==> src/rtl/mem_arbiter.sv <==
// rtl/mem_arbiter.sv - round-robin arbiter sharing one single-port memory between fetch and data ports
module mem_arbiter #(
  parameter int ADDR_W  = 32,
  parameter int DATA_W  = 32,
  parameter int MEM_LAT = 2
) (
  input  logic                clk,
  input  logic                rst_pin,
  // fetch port
  input  logic                if_req,
  input  logic [ADDR_W-1:0]   if_addr,
  output logic                if_ready,
  output logic [DATA_W-1:0]   if_rdata,
  // data port
  input  logic                d_req,
  input  logic                d_we,
  input  logic [ADDR_W-1:0]   d_addr,
  input  logic [DATA_W-1:0]   d_wdata,
  input  logic [DATA_W/8-1:0] d_be,
  output logic                d_ready,
  output logic [DATA_W-1:0]   d_rdata,
  // shared memory
  output logic                mem_en,
  output logic                mem_we,
  output logic [ADDR_W-1:0]   mem_addr,
  output logic [DATA_W-1:0]   mem_wdata,
  output logic [DATA_W/8-1:0] mem_be,
  input  logic [DATA_W-1:0]   mem_rdata,
  output logic                busy
);

  localparam int BE_W  = DATA_W / 8;
  // Counter holds MEM_LAT-1 down to 0; keep at least one bit for MEM_LAT=1.
  localparam int CNT_W = (MEM_LAT < 2) ? 1 : $clog2(MEM_LAT);

  typedef enum logic [1:0] {
    IDLE  = 2'd0,
    ISSUE = 2'd1,
    WAIT  = 2'd2,
    RESP  = 2'd3
  } state_t;

  state_t            state_q, state_d;
  logic [CNT_W-1:0]  cnt_q;
  logic [ADDR_W-1:0] lat_addr;
  logic [DATA_W-1:0] lat_wdata;
  logic [BE_W-1:0]   lat_be;
  logic              lat_we;
  logic              win_d;        // 1: data port owns the current access
  logic              last_grant_d; // 1: data port was granted most recently
  logic              pick_d;

  // Round-robin pick: data wins alone, or on contention when fetch went last.
  always_comb begin
    pick_d = d_req & (~if_req | ~last_grant_d);
  end

  // State register.
  always_ff @(posedge clk or negedge rst_pin) begin
    if (!rst_pin) state_q <= IDLE;
    else          state_q <= state_d;
  end

  // Next-state logic: one ISSUE cycle, MEM_LAT WAIT cycles, one RESP cycle.
  always_comb begin
    state_d = state_q;
    case (state_q)
      IDLE:    if (if_req || d_req) state_d = ISSUE;
      ISSUE:   state_d = WAIT;
      WAIT:    if (cnt_q == '0) state_d = RESP;
      RESP:    state_d = IDLE;
      default: state_d = IDLE;
    endcase
  end

  // Request latching, wait countdown and read-data capture.
  always_ff @(posedge clk or negedge rst_pin) begin
    if (!rst_pin) begin
      cnt_q        <= '0;
      lat_addr     <= '0;
      lat_wdata    <= '0;
      lat_be       <= '0;
      lat_we       <= 1'b0;
      win_d        <= 1'b0;
      last_grant_d <= 1'b0;
      if_rdata     <= '0;
      d_rdata      <= '0;
    end else begin
      case (state_q)
        IDLE: begin
          if (if_req || d_req) begin
            win_d        <= pick_d;
            last_grant_d <= pick_d;
            if (pick_d) begin
              lat_addr  <= d_addr;
              lat_wdata <= d_wdata;
              lat_be    <= d_be;
              lat_we    <= d_we;
            end else begin
              // Fetches are always full-word reads.
              lat_addr  <= if_addr;
              lat_wdata <= '0;
              lat_be    <= '1;
              lat_we    <= 1'b0;
            end
          end
        end
        ISSUE: cnt_q <= CNT_W'(MEM_LAT - 1);
        WAIT: begin
          if (cnt_q != '0) begin
            cnt_q <= cnt_q - 1'b1;
          end else if (!lat_we) begin
            if (win_d) d_rdata  <= mem_rdata;
            else       if_rdata <= mem_rdata;
          end
        end
        default: ;
      endcase
    end
  end

  // Memory strobes only in ISSUE; address/data/strobes come from the latched request.
  always_comb begin
    mem_en    = (state_q == ISSUE);
    mem_we    = (state_q == ISSUE) & lat_we;
    mem_addr  = lat_addr;
    mem_wdata = lat_wdata;
    mem_be    = lat_be;
    if_ready  = (state_q == RESP) & ~win_d;
    d_ready   = (state_q == RESP) &  win_d;
    busy      = (state_q != IDLE);
  end

endmodule
==> config.mk <==
export PLATFORM = sky130hd
export DESIGN_NAME = mem_arbiter
export DESIGN_NICKNAME = d
export VERILOG_FILES = /design/src/rtl/mem_arbiter.sv
export SDC_FILE = /design/constraint.sdc
export NUM_CORES = 1
export LEC_CHECK = 0
export CORE_AREA = 5 5 122 124
export CTS_BUF_LIST = sky130_fd_sc_hd__clkbuf_4
export CTS_CLUSTER_SIZE = 12
export DETAILED_ROUTE_END_ITERATION = 8
export DIE_AREA = 0 0 127 129
export GPL_ROUTABILITY_DRIVEN = 0
export HOLD_SLACK_MARGIN = 0.08
export PLACE_DENSITY = 0.8
export SLEW_MARGIN = 15
export SYNTH_ARGS = -nofsm -noshare
export SYNTH_HDL_FRONTEND = slang
export SYNTH_SLANG_ARGS = --single-unit
==> constraint.sdc <==
create_clock -name clk -period 2.35 [get_ports clk]
set_input_delay 0.47 -clock clk [delete_from_list [all_inputs] [get_ports clk]]
set_output_delay 0.47 -clock clk [all_outputs]
set_load 0.03 [all_outputs]
==> impl_table.tex, run 1 <==
\begin{tabular}{lr}
\hline
Metric & Value \\
\hline
\multicolumn{2}{l}{\textbf{GRT}} \\
\quad Congestion Overflow GR & 0 \\
\quad Antenna violations before repair & 0 \\
\quad Number of global-route vias before repair & 4,954 \\
\quad Largest net degree at the start of global routing & 57 \\
\quad First-pass GRT wire length & 25.9 mm \\
\quad Combined global-route utilization of all metal layers & 0.201 \\
\multicolumn{2}{l}{\textbf{Timing}} \\
\quad Final hold vios & 0 \\
\quad Period minus WS final & 2200 ps \\
\quad Count of final setup violators & 0 \\
\quad Maximum clock frequency & 454 MHz \\
\quad Min Hold Slack & 465 ps \\
\quad RSZ-0062 raised after global routing & false \\
\quad Final worst-path cycle share & 0.937 \\
\quad Final Max Tran Viols & 0 \\
\quad Slew margin rel. & 0.631 \\
\quad Worst slew pin tran & 554 ps \\
\quad Setup TNS & 0 ps \\
\quad Post-Route Skew & 13.3 ps \\
\multicolumn{2}{l}{\textbf{Placement}} \\
\quad Post-placement cell count & 859 \\
\quad Number of port buffers & 273 \\
\quad Dpl cell area & 0.00843 mm\^{}2 \\
\quad Dpl hpwl & 12.0 mm \\
\multicolumn{2}{l}{\textbf{Finish}} \\
\quad Share of post-route cells with drive strength above 1 & 0.150 \\
\quad Final-stage net count & 841 \\
\quad Highest-count cells in the layout ignoring fill and taps & 267 x sky130\_fd\_sc\_hd\_\_clkdlybuf4s50\_1, 137 x sky130\_fd\_sc\_hd\_\_dfrtp\_1, 64 x sky130\_fd\_sc\_hd\_\_a21oi\_1 \\
\quad Layout filler cell count & 1,030 \\
\quad Relative area change from synthesis to final layout & 60.0\% \\
\quad Ant diodes & 0 \\
\quad Final cell count without fillers & 891 \\
\quad Most common library cell in the layout ignoring fill and taps & sky130\_fd\_sc\_hd\_\_clkdlybuf4s50\_1 \\
\quad Final design area excluding fillers & 0.00871 mm\^{}2 \\
\multicolumn{2}{l}{\textbf{Routing}} \\
\quad Total wirelength of the detailed-routed design & 16.1 mm \\
\quad Post-route antenna net violation count & 0 \\
\quad Drt initial violations & 235 \\
\quad Vias per inst & 5.00 \\
\quad Number of search-and-repair iterations in the first detailed-routing pass & 4 \\
\quad Post-route DRC violation count & 0 \\
\quad Routed WL per cell & 18.0 um \\
\quad Vias after detailed routing & 4,453 \\
\multicolumn{2}{l}{\textbf{Setup path}} \\
\quad Arrival time reported for the critical path endpoint & 1730 ps \\
\quad Required time reported for the critical path endpoint & 1880 ps \\
\quad Nature of the critical path endpoint & output pin \\
\quad Maximum fanout along the worst path & 5 \\
\quad Worst Setup Start Kind & flip-flop \\
\quad Kind of critical path & reg -> out \\
\multicolumn{2}{l}{\textbf{CTS}} \\
\quad Clock buffer depth & 2 \\
\quad H-Tree Level Count & 4 \\
\quad CTS Root Buffer Type & sky130\_fd\_sc\_hd\_\_clkbuf\_4 \\
\quad Register clock-pin slew on the reported worst setup and hold paths & 110 ps \\
\quad Clock latency at the later pin of the worst-skew pair & 530 ps \\
\quad Buffers inserted during post-CTS setup optimization & 0 \\
\quad TritonCTS clock tree & yes \\
\quad Clk sink count & 137 \\
\quad Number of CTS-inserted buffers & 17 \\
\multicolumn{2}{l}{\textbf{Run status}} \\
\quad Result of the run & finished, final reports clean \\
\multicolumn{2}{l}{\textbf{Synth}} \\
\quad Number of synthesized register bits & 137 \\
\quad Number of warnings printed during yosys synthesis & 0 \\
\quad Cell count after synthesis & 423 \\
\quad Sequential area share after synthesis & 0.630 \\
\quad Post-synth design cell area & 0.00544 mm\^{}2 \\
\quad Count of different cell masters after synthesis & 26 \\
\quad Avg Cell Area, Syn & 12.9 um\^{}2 \\
\quad Total nets after synthesis & 565 \\
\multicolumn{2}{l}{\textbf{Die}} \\
\quad FP Rows & 43 \\
\quad Core area & 0.0137 mm\^{}2 \\
\quad X dimension of the die & 127 um \\
\quad Vertical die dimension & 129 um \\
\quad Top-level port count & 274 \\
\quad Initial Util & 0.398 \\
\quad Die outline area & 0.0164 mm\^{}2 \\
\multicolumn{2}{l}{\textbf{Worst hold path}} \\
\quad Hold Crit Class & in -> async \\
\multicolumn{2}{l}{\textbf{Power}} \\
\quad Maximum resistive drop on vdd & 0.000795 V \\
\quad Reported leakage power & 3.74 nW \\
\quad PwrDens & 1470 mW/mm\^{}2 \\
\multicolumn{2}{l}{\textbf{Flow run}} \\
\quad Max-cap violation count & 0 \\
\hline
\end{tabular}
[layout make-up]
class	count	area [um^2]	share of cell area
Timing Repair Buffer	286	2910	0.334
Clock buffer	20	150	0.0172
Multi-Input combinational cell	253	1850	0.212
Sequential cell	137	3430	0.394
Inverter	4	15.0	0.00172
Clock inverter	11	130	0.0149
Tap cell	180	225	0.0259
[cell families after synthesis]
logic type / after synthesis / synth area share
AOI/OAI and AO/OA: 107 / 0.128
buffers and inverters: 33 / 0.0350
DFF: 137 / 0.630
and+or+nand+nor: 75 / 0.0593
muxes: 66 / 0.136
adders and majority gates: 5 / 0.0115
[power by group]
part | internal [mW] | switching (mW)
registers | 3.49 | 0.673
logic | 3.17 | 3.93
clock network | 0.751 | 0.817
[synthesized netlist by cell type, drive strengths merged]
cell | number | area share
dfrtp | 137 | 0.63
a21bo | 1 | 0.0018
a21boi | 1 | 0.0021
and2 | 2 | 0.0023
nor2 | 34 | 0.025
o21ai | 1 | 0.00092
nor4b | 1 | 0.0044
a22o | 33 | 0.053
a2bb2oi | 1 | 0.0016
o31a | 1 | 0.0016
nand2 | 36 | 0.025
buf | 17 | 0.024
inv | 4 | 0.0028
mux2 | 65 | 0.13
o22a | 4 | 0.0064
ha | 5 | 0.011
nor4bb | 1 | 0.0018
o21a | 1 | 0.0014
mux2i | 1 | 0.0018
a21oi | 64 | 0.059
nor2b | 1 | 0.0012
clkbuf | 12 | 0.0085
[per-stage QoR]
| step | util | power [mW] | setup WS (ps) |
|---|---|---|---|
| finish | 0.637 | 12.8 | 147 |
| global route | 0.637 | 13.5 | 13.5 |
| CTS | 0.638 | 13.0 | 27.5 |
| detailed placement | 0.617 | 11.4 | 289 |
| global placement | 0.617 | 11.2 | 334 |
| floorplan | - | 8.16 | 619 |
[sequential cells by signal, summed over array words and instances, names as in the netlist]
signal     flops
cnt_q          1
d_rdata       32
if_rdata      32
lat_we         1
mem_addr      32
mem_be         4
mem_wdata     32
state_q        2
win_d          1
[critical path: stages, from the launching register on]
cell	delay (ps)
sky130_fd_sc_hd__dfrtp_1	440
sky130_fd_sc_hd__ha_1	200
sky130_fd_sc_hd__nor2b_1	130
sky130_fd_sc_hd__dlygate4sd2_1	430
[routing by layer]
layer,vias up,GRT usage,share of wire
met5,-,0,0
met4,0,0.0631,0.016
met3,28,0.0780,0.085
met2,198,0.343,0.51
met1,2192,0.234,0.39
li1,2035,-,-
[timing repair]
| action | CTS | global route |
|---|---|---|
| resized for setup | 7 | 4 |
| pin swaps | 0 | 0 |
| endpoints found under the hold margin | 53 | 0 |
| hold buffers | 1 | 0 |
| setup endpoints to repair | 5 | 2 |
[final timing paths]
kind                                                from                       end  slack, ps  depth (start not counted)
worst min register to register  if_rdata[26]$_DFFE_PN0P_  if_rdata[26]$_DFFE_PN0P_        500                          1
min in group clk                             if_addr[10]  mem_addr[10]$_DFFE_PN0P_        470                          3
worst max-delay path              state_q[1]$_DFFE_PN0P_                  if_ready        150                          3
worst max register to register    state_q[0]$_DFFE_PN0P_   d_rdata[22]$_DFFE_PN0P_        470                          5
worst min-delay path                             rst_pin    d_rdata[5]$_DFFE_PN0P_        470                          2
max in group asynchronous                        rst_pin   if_rdata[7]$_DFFE_PN0P_       1250                          3
Note: power is estimated with default switching activity, not from simulation.
==> run 2, diff against run 1 <==
Settings changed: SLEW_MARGIN 15 to 20.
==> results of run 2 <==
Final layout, timing and power as in run 1 (identical DEF).
